===== src/rtl/keyspace_scheduler.sv =====
// rtl/keyspace_scheduler.sv - multi-lane DES key-space block scheduler
//
// Splits [base_key, limit_key] into 2^BLK_W-key blocks and deals them
// round-robin to LANES cracker lanes, stopping everything on the first hit.
//
// Optional feature macro: KEYSCHED_PROGRESS_EN (enables blocks_done counter).
//
// Ports:
//   clk, reset          clock, asynchronous active-high reset
//   start               level run request; low returns to IDLE
//   base_key, limit_key key range, sampled when leaving IDLE
//   lane_ready          per-lane can-accept flag
//   lane_done, lane_hit per-lane completion / match pulses
//   hit_key             per-lane matched key, lane i at [i*KEY_W +: KEY_W]
//   lane_go, blk_key    one-hot dispatch pulse and block first key
//   abort               lanes drop current work
//   busy                DISPATCH or DRAIN
//   found, exhausted    terminal status
//   found_key/lane      latched match
//   blocks_done         completed-block count (0 unless feature enabled)

module keyspace_scheduler #(
  parameter int KEY_W = 56,
  parameter int LANES = 4,
  parameter int BLK_W = 16
) (
  input  logic                     clk,
  input  logic                     reset,
  input  logic                     start,
  input  logic [KEY_W-1:0]         base_key,
  input  logic [KEY_W-1:0]         limit_key,
  input  logic [LANES-1:0]         lane_ready,
  input  logic [LANES-1:0]         lane_done,
  input  logic [LANES-1:0]         lane_hit,
  input  logic [LANES*KEY_W-1:0]   hit_key,
  output logic [LANES-1:0]         lane_go,
  output logic [KEY_W-1:0]         blk_key,
  output logic                     abort,
  output logic                     busy,
  output logic                     found,
  output logic                     exhausted,
  output logic [KEY_W-1:0]         found_key,
  output logic [$clog2(LANES)-1:0] found_lane,
  output logic [31:0]              blocks_done
);

  localparam int LW = $clog2(LANES);
  localparam logic [KEY_W:0] BLK_STEP = (KEY_W+1)'(1) << BLK_W;

  typedef enum logic [2:0] {
    S_IDLE, S_DISPATCH, S_DRAIN, S_FOUND, S_EXHAUST
  } state_t;

  state_t           state, state_nx;
  logic [KEY_W:0]   next_key;     // extra bit catches carry out of the key space
  logic [KEY_W-1:0] limit_q;
  logic [LANES-1:0] inflight;
  logic [LW-1:0]    rr_start;     // lane where the next grant search begins
  logic             abort_q;      // one-cycle abort after a dropped start

  logic             active;
  logic [LANES-1:0] hit_acc, done_acc, eligible, grant_oh;
  logic             any_hit, grant_vld, grant, past_limit, inc_past;
  logic [LW-1:0]    grant_idx, hit_idx;
  logic [KEY_W:0]   next_key_inc;
  logic [KEY_W-1:0] hit_sel;

  assign active       = (state == S_DISPATCH) || (state == S_DRAIN);
  // Pulses from lanes with nothing in flight are stale and dropped.
  assign hit_acc      = lane_hit & inflight;
  // A lane reporting hit and done together is treated as a hit only.
  assign done_acc     = lane_done & inflight & ~lane_hit;
  assign any_hit      = |hit_acc;
  assign eligible     = lane_ready & ~inflight;
  assign next_key_inc = next_key + BLK_STEP;
  assign past_limit   = next_key > {1'b0, limit_q};
  assign inc_past     = next_key_inc > {1'b0, limit_q};
  assign grant_oh     = grant ? (LANES'(1) << grant_idx) : '0;
  assign hit_sel      = hit_key[int'(hit_idx)*KEY_W +: KEY_W];

  // Round-robin search starting at rr_start.
  always_comb begin
    int idx;
    idx       = 0;
    grant_vld = 1'b0;
    grant_idx = '0;
    for (int k = 0; k < LANES; k++) begin
      idx = int'(rr_start) + k;
      if (idx >= LANES) idx = idx - LANES;
      if (!grant_vld && eligible[idx]) begin
        grant_vld = 1'b1;
        grant_idx = LW'(idx);
      end
    end
  end

  // Lowest-index accepted hit wins.
  always_comb begin
    hit_idx = '0;
    for (int i = LANES-1; i >= 0; i--) begin
      if (hit_acc[i]) hit_idx = LW'(i);
    end
  end

  // A hit in the same cycle suppresses the grant.
  assign grant = (state == S_DISPATCH) && start && !any_hit && !past_limit && grant_vld;

  always_comb begin
    state_nx = state;
    case (state)
      S_IDLE:     if (start) state_nx = S_DISPATCH;
      S_DISPATCH: begin
        if (!start)                 state_nx = S_IDLE;
        else if (any_hit)           state_nx = S_FOUND;
        else if (past_limit)        state_nx = S_DRAIN;
        else if (grant && inc_past) state_nx = S_DRAIN;
      end
      S_DRAIN: begin
        if (!start)             state_nx = S_IDLE;
        else if (any_hit)       state_nx = S_FOUND;
        else if (inflight == 0) state_nx = S_EXHAUST;
      end
      S_FOUND, S_EXHAUST: if (!start) state_nx = S_IDLE;
      default:    state_nx = S_IDLE;
    endcase
  end

  always_ff @(posedge clk or posedge reset) begin
    if (reset) begin
      state      <= S_IDLE;
      next_key   <= '0;
      limit_q    <= '0;
      inflight   <= '0;
      rr_start   <= '0;
      abort_q    <= 1'b0;
      lane_go    <= '0;
      blk_key    <= '0;
      found_key  <= '0;
      found_lane <= '0;
    end else begin
      state   <= state_nx;
      abort_q <= active && !start;
      lane_go <= grant_oh;
      blk_key <= grant ? next_key[KEY_W-1:0] : '0;
      if (state == S_IDLE && start) begin
        next_key   <= {1'b0, base_key};
        limit_q    <= limit_key;
        inflight   <= '0;
        found_key  <= '0;
        found_lane <= '0;
      end else if (active) begin
        if (!start || any_hit) inflight <= '0;
        else                   inflight <= (inflight & ~done_acc) | grant_oh;
        if (start && any_hit) begin
          found_key  <= hit_sel;
          found_lane <= hit_idx;
        end
        if (grant) begin
          next_key <= next_key_inc;
          rr_start <= (int'(grant_idx) == LANES-1) ? '0 : grant_idx + LW'(1);
        end
      end else if (state == S_FOUND && !start) begin
        found_key  <= '0;
        found_lane <= '0;
      end
    end
  end

  assign busy      = active;
  assign found     = (state == S_FOUND);
  assign exhausted = (state == S_EXHAUST);
  assign abort     = (state == S_FOUND) || abort_q;

`ifdef KEYSCHED_PROGRESS_EN
  logic [32:0] blocks_sum;
  assign blocks_sum = {1'b0, blocks_done} + 33'($countones(done_acc));

  always_ff @(posedge clk or posedge reset) begin
    if (reset)                        blocks_done <= '0;
    else if (state == S_IDLE && start) blocks_done <= '0;
    else if (active)                  blocks_done <= blocks_sum[32] ? 32'hFFFF_FFFF : blocks_sum[31:0];
  end
`else
  assign blocks_done = '0;
`endif

endmodule


===== config.mk =====
export PLATFORM = sky130hd
export DESIGN_NAME = keyspace_scheduler
export DESIGN_NICKNAME = d
export VERILOG_FILES = /design/src/rtl/keyspace_scheduler.sv
export SDC_FILE = /design/constraint.sdc
export NUM_CORES = 1
export LEC_CHECK = 0
export CAP_MARGIN = 20
export CELL_PAD_IN_SITES_DETAIL_PLACEMENT = 1
export CELL_PAD_IN_SITES_GLOBAL_PLACEMENT = 1
export CORE_AREA = 3 3 142 281
export DETAILED_ROUTE_END_ITERATION = 6
export DIE_AREA = 0 0 145 284
export HOLD_SLACK_MARGIN = 0.08
export PLACE_DENSITY_LB_ADDON = 0.2
export SYNTH_ARGS = -nofsm -noshare
export SYNTH_HDL_FRONTEND = slang
export SYNTH_SLANG_ARGS = --single-unit

===== constraint.sdc =====
create_clock -name clk -period 23.9 [get_ports clk]
set_input_delay 4.78 -clock clk [delete_from_list [all_inputs] [get_ports clk]]
set_output_delay 4.78 -clock clk [all_outputs]
set_load 0.05 [all_outputs]

==> flow_summary.ini <==
[global_routing]
grt_pass1_vias = 13707
overflow = 0
grt_max_degree = 122
grt_usage_pct = 27.2
grt_pass1_wl_mm = 86.6
antenna_found_initial = 10

[outcome]
outcome = completed

[die]
chipHeight_um = 284
core_region_area_sq_um = 38000
die-area_sq_um = 41200
std_cell_rows = 101
ios = 505
start_util_pct = 36.7
die_x_um = 145

[sta]
post-route-min-period_ns = 7.53
setup_violations = 0
post-route-period-util_pct = 31.5
max_slew_margin_pct = 30.2
tightest_slew_ns = 1.05
skew_ns = 0.0262
hold_viol_final = 0
setup_tns_ns = 0
drv_slew = 0
fmax_ghz = 0.133
rsz0062_at_grt = false

[setup_path]
crit_arrival_ns = 8.00
cp.required_ns = 24.37
critical_path_class = input pin to flop
startpoint_type = input pin
worst_setup_path_end_kind = flop
path_max_fanout = 49

[routing]
avgViaCountPerCell = 5.42
vias = 12505
drc_errors = 0
wl_mm = 57.2
wl_per_cell_um = 24.8
first_pass_iters = 4
initialDrtViolationCount = 478
ant_nets = 0

[final_layout]
drive_above_1_share_pct = 7.17
area_delta_synth_final_pct = 42.0
finalInstanceArea_sq_um = 19800
fillCellCount = 4092
nNetsFinal = 2221

[synth]
async_reset_ff_share_pct = 100
synth_edf_count = 0
avgSynthCellArea_sq_um = 10.5
ys_seq_area_share_pct = 43.2
synth_top_area_cell = dfrtp_1
synth_common_cells = dfrtp_1, nand2_1, ha_1
synth_area_sq_um = 14000
yosysWarnings = 0
synth_most_common_cell = dfrtp_1
yosys-top-cells-area = dfrtp_1, ha_1, mux4_2, a22o_1, nand2_1
syn_inst = 1332
ys_types = 65
ys.flop_type = dfrtp_1
synth_top_area_share_pct = 43.2
ys_ff_latch = 241

[clock_network]
clk_latency_ns = 0.56
cts_tree = built
cts_buffers = 25
post-cts-setup-buffers = 0
htreeDepth = 1
clockBufferDepth = 3
numClockSinks = 241
root_buffer = clkbuf_16
cts_resized = 0
clkSlewWorstSetupHoldPaths_ns = 0.07
cts_hold_buf = 0

[hold_path]
min_path_type = flop to flop

[flow_run]
max-cap-violations = 0

[placed_design]
port_buffers = 472
place.gp.congestion = 0.891
postPlaceCellArea_sq_um = 19000
hpwl_mm = 44.7

[power_and_ir_drop]
power.density_nw_per_um2 = 134
leakage_nw = 8.62
vdd_drop_max_v = 0.0000702
==> power breakdown <==
part / internal, mW / leakage, nW / switching (mW)
clock: 0.216 / 0.391 / 0.173
combinational: 0.587 / 5.09 / 0.954
sequential: 0.586 / 3.14 / 0.147
==> kinds of logic after synthesis <==
logic type / share of synthesized area [%]
flops: 43.2
xor+xnor: 2.51
buf+inv: 6.46
mux: 10.2
other cells: 0.0268
compound gates: 14.3
simple gates: 14.3
fa+ha+maj: 9.05
==> routing by layer <==
metal	vias up	wire length, um	GRT usage (%)
li1	5617	-	-
met1	6295	19000	27.3
met5	-	0	0
met2	485	31600	52.7
met4	0	2870	12.1
met3	108	3610	6.09
==> state kept, by name (all words and copies together) (netlist names) <==
name        flops
next_key       57
blk_key        56
found_key      56
limit_q        56
inflight        4
lane_go         4
state           3
found_lane      2
rr_start        2
abort_q         1
==> cell usage in the layout, fill, tap and decap left out, drive strengths merged, types with 4 or more instances in the layout <==
cell           instances
or2                    4
mux2                   5
ha                   101
a21o                  28
nor4                   8
conb                  32
mux2i                 11
a22o                  72
nor3                  46
diode                  7
clkdlybuf4s50        472
a21boi                 6
a211oi                 6
mux4                  56
nor2                  46
a21oi                 43
dfrtp                241
buf                   12
and4                   8
and2                  46
o21ai                 83
a32oi                  6
a22oi                  4
clkbuf                37
nor2b                 11
and3                  10
nand2                146
clkinv                 4
xor2                  11
xnor2                 29
nand3                 34
o211ai                 4
inv                   89
a221oi                 6
a221o                  4
nand2b                 6
nand4                 28
==> metrics by stage <==
stage / power (mW) / hold WS [ns] / worst slack (ns) / cells / utilization, %
6_report: 2.66 / 0.493 / 16.37 / 2306 / 52.1
5_1_grt: 2.84 / 0.522 / 16.16 / 2306 / 52.1
4_1_cts: 2.69 / 0.493 / 16.39 / 2299 / 52.1
3_5_place_dp: 2.28 / 0.476 / 15.81 / 2257 / 50.0
3_3_place_gp: 2.22 / 0.465 / 15.89 / 2257 / 50.0
2_1_floorplan: 1.74 / 0.450 / 12.50 / 1363 / -
==> area by class of cell <==
| cell class | count | area (sq um) | area share, % |
|---|---|---|---|
| Multi-Input combinational cell | 929 | 7200 | 36.3 |
| Sequential cell | 241 | 6030 | 30.4 |
| Timing Repair Buffer | 484 | 4810 | 24.3 |
| Clock buffer | 37 | 751 | 3.79 |
| Tap cell | 515 | 644 | 3.25 |
| Inverter | 88 | 338 | 1.70 |
| Clock inverter | 5 | 32.5 | 0.164 |
| Antenna cell | 7 | 17.5 | 0.0883 |
==> final timing paths <==
check / depth (start not counted) / slack (ns) / start / endpoint
max: 10 / 16.37 / lane_hit[2] / next_key[50]$_DFFE_PP0P_
min: 2 / 0.49 / limit_q[0]$_DFFE_PP0P_ / limit_q[0]$_DFFE_PP0P_
max reg2reg: 15 / 18.69 / next_key[16]$_DFFE_PP0P_ / state[0]$_DFFE_PP0P_
min reg2reg: 2 / 0.49 / limit_q[0]$_DFFE_PP0P_ / limit_q[0]$_DFFE_PP0P_
max in group asynchronous: 3 / 17.56 / reset / blk_key[4]$_DFF_PP0_
min in group asynchronous: 2 / 4.78 / reset / found_key[15]$_DFFE_PP0P_
==> worst max-delay path: stages <==
cell	delay, ns
clkdlybuf4s50_1	0.45
a22oi_1	0.46
nand3b_1	0.27
a2111oi_2	0.24
and4_1	0.27
o2111ai_2	0.18
a21oi_4	0.17
buf_4	0.53
nor2_4	0.26
a221oi_2	0.34
Power figures use the tool's default switching activity.
